`src/rtl/vga_hack_fetch_if.sv`:
```
// Framebuffer read port between vga_hack_fetch (master) and the Hack SCREEN memory (slave).
interface vga_hack_fetch_if;
    logic        scr_rd_en;
    logic [12:0] scr_rd_addr;
    logic [15:0] scr_rd_data;

    modport master (output scr_rd_en, output scr_rd_addr, input scr_rd_data);
    modport slave  (input scr_rd_en, input scr_rd_addr, output scr_rd_data);
endinterface

```
`src/rtl/vga_hack_fetch.sv`:
```
// Maps the 512x256 1bpp Hack SCREEN into a centred window of the 640x480 frame, 3-clk pipeline.
// Optional feature: define VGA_HACK_BORDER_EN to paint the visible area outside the window with BORDER_COLOR.
module vga_hack_fetch #(
    parameter int          H_SIZE       = 10,
    parameter int          V_SIZE       = 10,
    parameter int          X_OFFSET     = 64,
    parameter int          Y_OFFSET     = 112,
    parameter logic [11:0] FG_COLOR     = 12'h000,
    parameter logic [11:0] BG_COLOR     = 12'hFFF,
    parameter logic [11:0] BORDER_COLOR = 12'h008
) (
    input  logic              clk,
    input  logic              rst_n,
    input  logic              hsync_in,
    input  logic              vsync_in,
    input  logic              display_in,
    input  logic [H_SIZE-1:0] x_in,
    input  logic [V_SIZE-1:0] y_in,
    vga_hack_fetch_if.master  scr,
    output logic              vga_hsync,
    output logic              vga_vsync,
    output logic [3:0]        vga_r,
    output logic [3:0]        vga_g,
    output logic [3:0]        vga_b
);

`ifdef VGA_HACK_BORDER_EN
    localparam bit BORDER_EN = 1'b1;
`else
    localparam bit BORDER_EN = 1'b0;
`endif
    localparam logic [11:0] OUTSIDE_COLOR = BORDER_EN ? BORDER_COLOR : 12'h000;

    if ((X_OFFSET % 16) != 0 || H_SIZE < 10 || V_SIZE < 9) begin : g_bad_config
        $error("vga_hack_fetch: X_OFFSET must be 16-aligned and H_SIZE/V_SIZE wide enough");
    end

    logic [H_SIZE-1:0] xRel;
    logic [V_SIZE-1:0] yRel;
    logic              inWin;
    logic [8:0]        rx;
    logic [7:0]        ry;

    logic        rdEn_d, rdEnS1_q, rdEnS2_q;
    logic [12:0] rdAddr_d, rdAddr_q;
    logic [3:0]  idxS1_q, idxS2_q;
    logic        inWinS1_q, inWinS2_q;
    logic        dispS1_q, dispS2_q;
    logic        hsS1_q, hsS2_q, hsS3_q;
    logic        vsS1_q, vsS2_q, vsS3_q;
    logic [15:0] wordBuf_d, wordBuf_q;
    logic        pix;
    logic [11:0] rgb_d, rgb_q;

    // Window offsets are only meaningful inside the window; outside they are forced to zero.
    assign xRel  = x_in - H_SIZE'(X_OFFSET);
    assign yRel  = y_in - V_SIZE'(Y_OFFSET);
    assign inWin = display_in
                && (x_in >= H_SIZE'(X_OFFSET)) && (xRel < H_SIZE'(512))
                && (y_in >= V_SIZE'(Y_OFFSET)) && (yRel < V_SIZE'(256));
    assign rx    = inWin ? xRel[8:0] : 9'd0;
    assign ry    = inWin ? yRel[7:0] : 8'd0;

    always_comb begin
        rdEn_d    = inWin && (rx[3:0] == 4'd0);
        rdAddr_d  = rdEn_d ? {ry, rx[8:4]} : rdAddr_q;
        wordBuf_d = rdEnS2_q ? scr.scr_rd_data : wordBuf_q;
        pix       = rdEnS2_q ? scr.scr_rd_data[idxS2_q] : wordBuf_q[idxS2_q];
        rgb_d     = 12'h000;
        if (inWinS2_q) begin
            rgb_d = pix ? FG_COLOR : BG_COLOR;
        end else if (dispS2_q) begin
            rgb_d = OUTSIDE_COLOR;
        end
    end

    // Sync stages reset high so the pins sit at the inactive level until real timing flows through.
    always_ff @(posedge clk or negedge rst_n) begin
        if (!rst_n) begin
            rdEnS1_q  <= 1'b0;
            rdAddr_q  <= '0;
            idxS1_q   <= '0;
            inWinS1_q <= 1'b0;
            dispS1_q  <= 1'b0;
            hsS1_q    <= 1'b1;
            vsS1_q    <= 1'b1;
            rdEnS2_q  <= 1'b0;
            idxS2_q   <= '0;
            inWinS2_q <= 1'b0;
            dispS2_q  <= 1'b0;
            hsS2_q    <= 1'b1;
            vsS2_q    <= 1'b1;
            wordBuf_q <= '0;
            rgb_q     <= '0;
            hsS3_q    <= 1'b1;
            vsS3_q    <= 1'b1;
        end else begin
            rdEnS1_q  <= rdEn_d;
            rdAddr_q  <= rdAddr_d;
            idxS1_q   <= rx[3:0];
            inWinS1_q <= inWin;
            dispS1_q  <= display_in;
            hsS1_q    <= hsync_in;
            vsS1_q    <= vsync_in;
            rdEnS2_q  <= rdEnS1_q;
            idxS2_q   <= idxS1_q;
            inWinS2_q <= inWinS1_q;
            dispS2_q  <= dispS1_q;
            hsS2_q    <= hsS1_q;
            vsS2_q    <= vsS1_q;
            wordBuf_q <= wordBuf_d;
            rgb_q     <= rgb_d;
            hsS3_q    <= hsS2_q;
            vsS3_q    <= vsS2_q;
        end
    end

    assign scr.scr_rd_en   = rdEnS1_q;
    assign scr.scr_rd_addr = rdAddr_q;
    assign vga_hsync       = hsS3_q;
    assign vga_vsync       = vsS3_q;
    assign vga_r           = rgb_q[11:8];
    assign vga_g           = rgb_q[7:4];
    assign vga_b           = rgb_q[3:0];

endmodule

```
`src/flat_wrapper.sv`:
```
// flat-port wrapper written by rule: the top's interface ports become plain ports
module vga_hack_fetch_flat 
#(
    parameter int          H_SIZE       = 10,
    parameter int          V_SIZE       = 10,
    parameter int          X_OFFSET     = 64,
    parameter int          Y_OFFSET     = 112,
    parameter logic [11:0] FG_COLOR     = 12'h000,
    parameter logic [11:0] BG_COLOR     = 12'hFFF,
    parameter logic [11:0] BORDER_COLOR = 12'h008
)
  (clk, rst_n, hsync_in, vsync_in, display_in, x_in, y_in, vga_hsync, vga_vsync, vga_r, vga_g, vga_b, scr_scr_rd_en, scr_scr_rd_addr, scr_scr_rd_data);
  vga_hack_fetch_if scr_i ();
  input  logic clk;
  input  logic rst_n;
  input  logic hsync_in;
  input  logic vsync_in;
  input  logic display_in;
  input  logic [H_SIZE-1:0] x_in;
  input  logic [V_SIZE-1:0] y_in;
  output logic vga_hsync;
  output logic vga_vsync;
  output logic [3:0] vga_r;
  output logic [3:0] vga_g;
  output logic [3:0] vga_b;
  output wire logic [$bits(scr_i.scr_rd_en)-1:0] scr_scr_rd_en;
  output wire logic [$bits(scr_i.scr_rd_addr)-1:0] scr_scr_rd_addr;
  input wire logic [$bits(scr_i.scr_rd_data)-1:0] scr_scr_rd_data;
  assign scr_scr_rd_en = scr_i.scr_rd_en;
  assign scr_scr_rd_addr = scr_i.scr_rd_addr;
  assign scr_i.scr_rd_data = scr_scr_rd_data;
  vga_hack_fetch #(.H_SIZE(H_SIZE), .V_SIZE(V_SIZE), .X_OFFSET(X_OFFSET), .Y_OFFSET(Y_OFFSET), .FG_COLOR(FG_COLOR), .BG_COLOR(BG_COLOR), .BORDER_COLOR(BORDER_COLOR)) u_core (.clk(clk), .rst_n(rst_n), .hsync_in(hsync_in), .vsync_in(vsync_in), .display_in(display_in), .x_in(x_in), .y_in(y_in), .scr(scr_i), .vga_hsync(vga_hsync), .vga_vsync(vga_vsync), .vga_r(vga_r), .vga_g(vga_g), .vga_b(vga_b));
endmodule
```
`config.mk`:
```
export PLATFORM = sky130hd
export DESIGN_NAME = vga_hack_fetch_flat
export DESIGN_NICKNAME = d
export VERILOG_FILES = /design/src/rtl/vga_hack_fetch_if.sv /design/src/rtl/vga_hack_fetch.sv /design/src/flat_wrapper.sv
export SDC_FILE = /design/constraint.sdc
export NUM_CORES = 1
export LEC_CHECK = 0
export CAP_MARGIN = 40
export CORE_MARGIN = 2
export CORE_UTILIZATION = 35
export DETAILED_ROUTE_END_ITERATION = 7
export PLACE_DENSITY = 0.73
export RECOVER_POWER = 50
export SYNTH_ARGS = -nofsm -noshare
export SYNTH_HDL_FRONTEND = slang
export SYNTH_SLANG_ARGS = --single-unit
```
`constraint.sdc`:
```
create_clock -name clk -period 4.1 [get_ports clk]
set_input_delay 0.615 -clock clk [delete_from_list [all_inputs] [get_ports clk]]
set_output_delay 0.615 -clock clk [all_outputs]
set_load 0.005 [all_outputs]
```
==> impl_results.md <==
- Status: complete, but fails checks
- Failing checks: capacitance limit, slew limit
- Hold Path Depth: 0
- Endpoints failing setup: 0
- Sequential share of power: 51.3%
- Gp weighted congestion: 0.734
- CTS tree: built
- Layout filler cell count: ~530
- Reg2Reg Setup Slack: between 2 and 2.5 ns
- Tmin final: 2.65 ns
- Largest cells by area after synthesis: dfrtp_1 (48%), mux2_2 (10%), mux2i_1 (8.2%), dfstp_2 (7.2%), mux2_4 (4.8%)
- Max VDD drop: approximately 0.18 mV
- Hold_buf cts: 0
- Initial drt markers: 36
- Multi-input logic area: 848 sq um
- Share of layout cells above drive strength 1: 19.8%
- DRT met1 WL: between 1500 and 2000 um
- Die width: 83.3 um
- Max Used Layer: met4
- Commonest non-fill, non-tap cell in the layout: clkdlybuf4s50_1
- Total GRT Usage: ~12%
- Most frequent cells in the layout: clkdlybuf4s50_1 (65), dfrtp_1 (42), mux2_2 (20), mux2i_1 (18), mux2_4 (7)
- Worst Tran Pin Value: around 1.8 ns
- Mapped Area: roughly 2200 sq um
- Critical path data arrival time: 2.84 ns
- Avg Cell Area, Syn: 13.7 sq um
- Number of flops mapped to enable cells by yosys: 0
- Post_cts resized: 0
- Crit path kind: input port to flip-flop
- DR DRC count: 0
- Clk pwr share: between 30% and 40%
- Final Slew Violations: 35
- Mapped Cells: about 160
- #FFs+latches synth: 48
- FF/Latch Area: ~1200 sq um
- Ant diodes: 0
- First-pass DRT Iterations: 4
- I/O Pins: 69
- F_max: about 380 MHz
- PD cells: 350 nW/um^2
- Synth top area share: between 40% and 50%
- Gr ovfl total: 0
- Synth Flop Type: dfrtp_1
- Path depth of the worst reg2reg path: 5
- Post-Place Worst Slack: 1.08 ns
- Placed cells: around 290
- Final hold violations: 0
- Routed WL: 3960 um
- Sequential element share of the synthesized area: between 50% and 60%
- Postcts setup bufs: 0
- Wire per inst: approximately 13 um
- Initial Util: between 30% and 40%
- Post-Syn Nets: just over 200
- Vert. Die Dim: 83.3 um
- Max clock buf depth: 2
- Met2 wire length: about 1900 um
- Start of the worst register-to-register path: u_core.idxS2_q[2]$_DFF_PN0_
- Met3 routed WL: roughly 340 um
- Setup Skew: 0.00448 ns
- CP max FO: 14
- DP HPWL: between 2000 and 3000 um
- Clock transition at path regs: 0.09 ns
- H-tree depth: 2
- Total clock sinks: 48
- Crit Reg-Reg Endpoint: u_core.rgb_q[10]$_DFF_PN0_
- Unrepaired setup endpoints after global routing: no
- Hold WS: 0.355 ns
- Worst rel slew slack: -17.1%
- Initial antenna violation count: 0
- Final std cells w/o fill: about 300
- First-pass GRT wire length: just under 7000 um
- Via count: ~1400
- Critical path launch point: y_in[4]
- TritonCTS buffer count: 5
- Synth cell types: 35
- CP required: between 4 and 5 ns
- LEAKAGE: approximately 1.3 nW
- PortBufs: just under 70
- Die Area: between 6000 and 7000 sq um
- Ys Warns: 0
- Core Box Area: approximately 6000 sq um
- Internal power: between 0.0008 and 0.0009 W
- Root Driver: clkbuf_8
- Cell taking the most area after synthesis: dfrtp_1
- FFs w/ async S/R, synth: 100%
- Largest net degree at the start of global routing: 35
- Tcrit/Tclk final: roughly 65%
- Fin nets: ~270
- Final worst slack: about 1.4 ns
- Vias in the first global route: 1500
- P_sw: around 0.00023 W
- Max_cap viols: 1
- FP Rows: 28
- Final TNS setup: 0 ns
- Critical Path End: u_core.scr.scr_rd_addr[2]$_DFFE_PN0P_
- Startpoint types: input port
- Switching portion of total power: 22.6%
- Skew-Pair Late Insertion Delay: approximately 0.3 ns
- Comb power frac: approximately 16%
- Post-detailed-route count of antenna-violating nets: 0
- Worst setup EP type: flip-flop
- Vias per cell: roughly 4.8
- Area Growth Syn to Fin: 34.6%
- Worst hold path class: flip-flop to flip-flop
## cell families after synthesis
kind of cell,count (synthesis),synth area share [%]
AND/OR/NAND/NOR,26,7.23
XOR/XNOR,6,2.39
AO/OA/AOI/OAI,13,4.04
multiplexers,45,23.2
adder cells (fa/ha/maj),3,1.71
buffers and inverters,20,6.43
flip-flops,48,55.0
## routing by layer
metal	vias to the layer above	global-route usage, %
met4	0	4.47
met3	6	4.87
met5	-	0
met1	682	14.2
met2	52	20.7
li1	675	-
## through the flow
step                area [sq um]  utilization [%]  power [W]
floorplan                   2200                -   0.000606
global placement            2840             47.4   0.000702
detailed placement          2860             47.8   0.000708
CTS                         2980             49.7    0.00106
global route                2960             49.4    0.00109
finish                      2960             49.4    0.00104
## registers in the layout, summed over array words and instances (netlist names)
register	cells
u_core.rgb_q	1
u_core.idxS2_q	4
u_core.hsS1_q	1
u_core.vga_hsync	1
u_core.scr.scr_rd_en	1
u_core.inWinS1_q	1
u_core.idxS1_q	4
u_core.hsS2_q	1
u_core.vsS1_q	1
u_core.rdEnS2_q	1
u_core.vsS2_q	1
u_core.inWinS2_q	1
u_core.wordBuf_q	16
u_core.scr.scr_rd_addr	13
u_core.vga_vsync	1
## final cells by class
cell class                      instances  area share, %
Clock buffer                            5           2.33
Clock inverter                          3           1.56
Inverter                                4          0.507
Multi-Input combinational cell         93           28.7
Sequential cell                        48           40.8
Tap cell                               75           3.17
Timing Repair Buffer                   69           22.9
## how the worst min path moves through the flow
stage | startpoint | endpoint
2_1_floorplan | rst_n | u_core.idxS1_q[0]$_DFF_PN0_
3_3_place_gp | u_core.idxS1_q[2]$_DFF_PN0_ | u_core.idxS2_q[2]$_DFF_PN0_
3_5_place_dp | u_core.idxS1_q[3]$_DFF_PN0_ | u_core.idxS2_q[3]$_DFF_PN0_
5_1_grt | u_core.hsS2_q$_DFF_PN1_ | u_core.vga_hsync$_DFF_PN1_
4_1_cts | rst_n | u_core.scr.scr_rd_addr[3]$_DFFE_PN0P_
6_report | u_core.idxS1_q[3]$_DFF_PN0_ | u_core.idxS2_q[3]$_DFF_PN0_
## power by group through the flow
stage	sequential (W)	combinational (W)	clock [W]
2_1_floorplan	0.000537	0.0000686	0
3_3_place_gp	0.000541	0.000161	0
3_5_place_dp	0.000542	0.000166	0
4_1_cts	0.000533	0.000167	0.000357
5_1_grt	0.000539	0.000177	0.000379
6_report	0.000532	0.000161	0.000344
## critical path: stages
cell and delay [ns]:
clkdlybuf4s50_1 0.46, ha_1 0.25, a21oi_1 0.17, xnor2_1 0.15, nand2_2 0.10, nor3_4 0.68
mux2_2 0.41
## synthesized netlist by cell type, drive strengths merged (3+ instances only)
library cell,count
nand2,6
dfrtp,42
a21oi,4
mux2,27
inv,4
buf,15
dfstp,6
xor2,3
ha,3
mux2i,18
and2,5
xnor2,3
nor3,3
Power figures use the tool's default switching activity.
==> RTL edit 1 (config.mk and constraints unchanged) <==
The localparam `BORDER_EN` goes from 1'b0 to 1'b1.
--- a/src/rtl/vga_hack_fetch.sv
+++ b/src/rtl/vga_hack_fetch.sv
@@ -27,7 +27,7 @@
 `ifdef VGA_HACK_BORDER_EN
     localparam bit BORDER_EN = 1'b1;
 `else
-    localparam bit BORDER_EN = 1'b0;
+    localparam bit BORDER_EN = 1'b1;
 `endif
     localparam logic [11:0] OUTSIDE_COLOR = BORDER_EN ? BORDER_COLOR : 12'h000;
 
Function: changed (a bounded check fails within 4 cycles, from zero or initial values and one cycle with rst_n low).
==> RTL edit 1 against the original RTL <==
Sequential cell count rose by 3. Total power increased by 2.8%. The run still ends with max-capacitance violations, max-slew violations left. Wire length fell by 1.3%. Design area rose by 1.2%. Synthesized cell count fell by 6.8%. Critical path depth is 5 lower. Worst setup slack gained 0.076 ns. Critical endpoint is now u_core.scr.scr_rd_addr[11]. Synthesized area rose by 2.0%.
==> RTL edit 1: results (changes against the original RTL) <==
- Slew Limit Fails: 32 (-8.6%)
- Crit path from: rst_n
- Post-DP HPWL: 2.96 mm (-1.1%)
- Max Clk Rate: 388 MHz (+3.0%)
- Post-synthesis compound-gate area fraction: 0.0246 (-0.0159)
- Post-Synth Adder-Cell Area: 0.0167 (-0.000333)
- Peak fanout along the critical path: 31 (+17)
- Drt via density: 4.60 (-3.5%)
- Reg2reg start: u_core.idxS2_q[1]
- WP data arrival: 2.69 ns (-0.15 ns)
- GRT met1 Usage: 0.148 (+0.00595)
- Drt total wl: 3.91 mm (-1.3%)
- Met3 Usage GRT: 0.0376 (-0.0111)
- Place WS: 1.27 ns (+0.189 ns)
- Delay-heaviest family, CP: buffers and inverters
- Leakage power: 0.00133 uW (+4.4%)
- Seq power: 565 uW (+6.2%)
- Sequential-to-total area share from yosys stat: 0.573 (+0.0227)
- Max cap viols: 1 (unchanged)
- Vias in the first global route: 1,395 (-7.0%)
- Status: complete, but fails checks
- Final RePlAce weighted congestion: 0.751 (+2.3%)
- Min Hold Slack: 0.349 ns (-0.00598 ns)
- Maximum vdd drop: 0.000183 V (+1.2%)
- Largest net degree at the start of global routing: 32 (-8.6%)
- Violated checks: max-capacitance violations, max-slew violations
- Placed Area: 2900 sq um (+1.4%)
-- RTL edit 1: cell count changes after synthesis, moves of 2 or more --
cell,change
mux2_2,+2
nand2_2,-2
buf_4,-2
o21ai_0,+3
a22oi_1,-2
a22o_1,-2
dfrtp_1,+3
mux2i_1,-12
nand2_1,-2
mux4_2,+7
a21oi_1,-2
-- RTL edit 1: layout make-up --
| class | count | area [sq um] |
|---|---|---|
| Clock inverter | 2 | 37.5 |
| Fill cell | 570 | 3280 |
| Tap cell | 77 | 96.3 |
| Clock buffer | 6 | 72.6 |
| Sequential cell | 51 | 1280 |
| Timing Repair Buffer | 69 | 678 |
| Multi-Input combinational cell | 77 | 808 |
| Inverter | 5 | 18.8 |
-- RTL edit 1: path summary, 6_finish.rpt --
kind,to
worst min-delay path,u_core.idxS2_q[2]
worst max-delay path,u_core.scr.scr_rd_addr[11]
worst max register to register,u_core.rgb_q[3]
min in group asynchronous,u_core.wordBuf_q[2]
worst min register to register,u_core.idxS2_q[2]
max in group clk,u_core.scr.scr_rd_addr[6]
==> RTL edit 2 (same flow settings) <==
Made on the original files. Make the reset (`rst_n`) synchronous in one clocked block.
--- a/src/rtl/vga_hack_fetch.sv
+++ b/src/rtl/vga_hack_fetch.sv
@@ -75,7 +75,7 @@
     end
 
     // Sync stages reset high so the pins sit at the inactive level until real timing flows through.
-    always_ff @(posedge clk or negedge rst_n) begin
+    always_ff @(posedge clk) begin
         if (!rst_n) begin
             rdEnS1_q  <= 1'b0;
             rdAddr_q  <= '0;
Check against the original RTL: differs if rst_n is asserted again (counterexample within 4 cycles, from zero or initial values and one cycle with rst_n low); with rst_n held inactive, the same outputs for 10 cycles.
==> RTL edit 2 against the original RTL <==
Clock skew up 0.0014 ns. Synthesized area up 0.46%. Clock power down 16%. Utilization down 0.49 points. Critical endpoint is now u_core.scr.scr_rd_addr[11]. Sequential share of layout area down 8.2 points. Synthesized cell count up 37%. Via count up 15%. Sequential cell count unchanged. Wire length up 8.3%. Total power down 18%. Critical path depth down 1. Design area down 0.42%. Worst setup slack worse by 0.13 ns.
==> RTL edit 2: results (changes against the original RTL) <==
- Int Power: 662 uW (-18%)
- Net Count, Synth: 264 (+29%)
- Status: finished, final reports clean
- # diodes: 0 (unchanged)
- Peak fanout along the critical path: 13 (-1)
- Cell variety after synth: 34 (-2.9%)
- Initial detailed-routing violation count: 90 (+150%)
- Drt pass-1 iters: 4 (unchanged)
- Global-route wire length before repair: 6.97 mm (+0.81%)
- Max cap viols: 0 (-1)
- Place WS: 1.00 ns (-0.0743 ns)
- Largest net degree at the start of global routing: 27 (-23%)
- Syn Area/Cell: 10.0 sq um (-26%)
- Vias in the first global route: 1,491 (-0.60%)
- Fillcell total: 582 (+9.0%)
- Htree depth: 2 (unchanged)
- List of most frequent post-synthesis cells: dfxtp_1, mux2i_1, nand2_1
- Ys flop type: dfxtp_1
- WP data arrival: 3.00 ns (+0.16 ns)
- Clock skew: 0.00588 ns (+0.00140 ns)
- Sequential-to-total area share from yosys stat: 0.435 (-0.115)
- Clk pin slew, worst setup/hold paths: 0.09 ns (about the same)
- Clock Latency Late Sink: 0.29 ns
- Rel. slew slack: 0.306 (+0.477)
- Post-DP HPWL: 3.29 mm (+9.8%)
- Final RePlAce weighted congestion: 0.748 (+1.9%)
- CTS root buffer: clkbuf_8
- WL per Instance: 12.2 um (-8.4%)
- PostCTS Resize Cnt: 0 (unchanged)
- Crit-path slowest cell: and4_1
- Fraction of layout cells with a size suffix above 1: 0.0688 (-0.129)
- Leakage power: 0.00102 uW (-20%)
- Delay-heaviest family, CP: simple AND/OR/NAND/NOR gates
- FFs w/ async S/R, synth: 0 (-1.00)
- Vias: 1,629 (+15%)
- Synth top area cells: dfxtp_1, mux2i_1, nor2b_1
- Port buffer count: 68 (unchanged)
- Clk buf depth: 2 (unchanged)
- GR Util All Layers: 0.122 (-0.000880)
- Hold Path Class: reg -> reg
- Max incr delay on CP: 0.71 ns (+0.03 ns)
- Nets: 319 (+20%)
- Maximum vdd drop: 0.000134 V (-26%)
RTL edit 2: changes by cell type after synthesis, sizes merged, moves of 3 or more:
cell    change
nor3        +3
nor2b      +18
mux2i      +15
mux4        +3
clkbuf      +6
mux2       -22
dfstp       -6
dfxtp      +48
inv         +3
dfrtp      -42
nand2b     +10
nand2      +20
RTL edit 2: power groups by stage:
stage	clock network, uW	logic (uW)	registers [uW]
3_3_place_gp	0	87.9	483
3_5_place_dp	0	90.0	483
5_1_grt	325	95.4	473
6_report	289	87.3	472
4_1_cts	303	90.6	472
2_1_floorplan	0	35.2	482
RTL edit 2: routing by layer:
metal | global-route usage | wire length [um]
met1 | 0.146 | 1910
met3 | 0.0378 | 237
met4 | 0.0352 | 14
met2 | 0.212 | 2130
met5 | 0 | 0
RTL edit 2: layout make-up:
type / count / area share
Multi-Input combinational cell: 141 / 0.361
Clock inverter: 2 / 0.00467
Inverter: 7 / 0.00892
Sequential cell: 48 / 0.326
Tap cell: 75 / 0.0318
Clock buffer: 6 / 0.0280
Timing Repair Buffer: 72 / 0.240
RTL edit 2: per-stage QoR:
step / std cells / hold slack, ns / instance area [sq um]
2_1_floorplan: 220 / 0.386 / 2210
5_1_grt: 351 / 0.440 / 2950
3_3_place_gp: 341 / 0.394 / 2840
4_1_cts: 351 / 0.414 / 2970
3_5_place_dp: 343 / 0.393 / 2870
6_report: 351 / 0.413 / 2950
RTL edit 2: cell families (layout without fill, tap and decap cells):
| group | count (synthesis) | after routing | share of synthesized area |
|---|---|---|---|
| AND/OR/NAND/NOR | 77 | 77 | 0.187 |
| flip-flops | 48 | 48 | 0.435 |
| multiplexers | 41 | 41 | 0.206 |
| buffers and inverters | 31 | 87 | 0.0839 |
| AO/OA/AOI/OAI | 14 | 14 | 0.0476 |
| XOR/XNOR | 6 | 6 | 0.0238 |
| adder cells (fa/ha/maj) | 3 | 3 | 0.0170 |
RTL edit 2: final timing paths:
path / startpoint / to / slack (ns) / cells past startpoint
worst max-delay path: x_in[6] / u_core.scr.scr_rd_addr[11] / 1.32 / 6
worst min-delay path: u_core.vsS2_q / u_core.vga_vsync / 0.41 / 1
worst max register to register: u_core.idxS2_q[1] / u_core.rgb_q[10] / 2.16 / 4
worst min register to register: u_core.vsS2_q / u_core.vga_vsync / 0.41 / 1
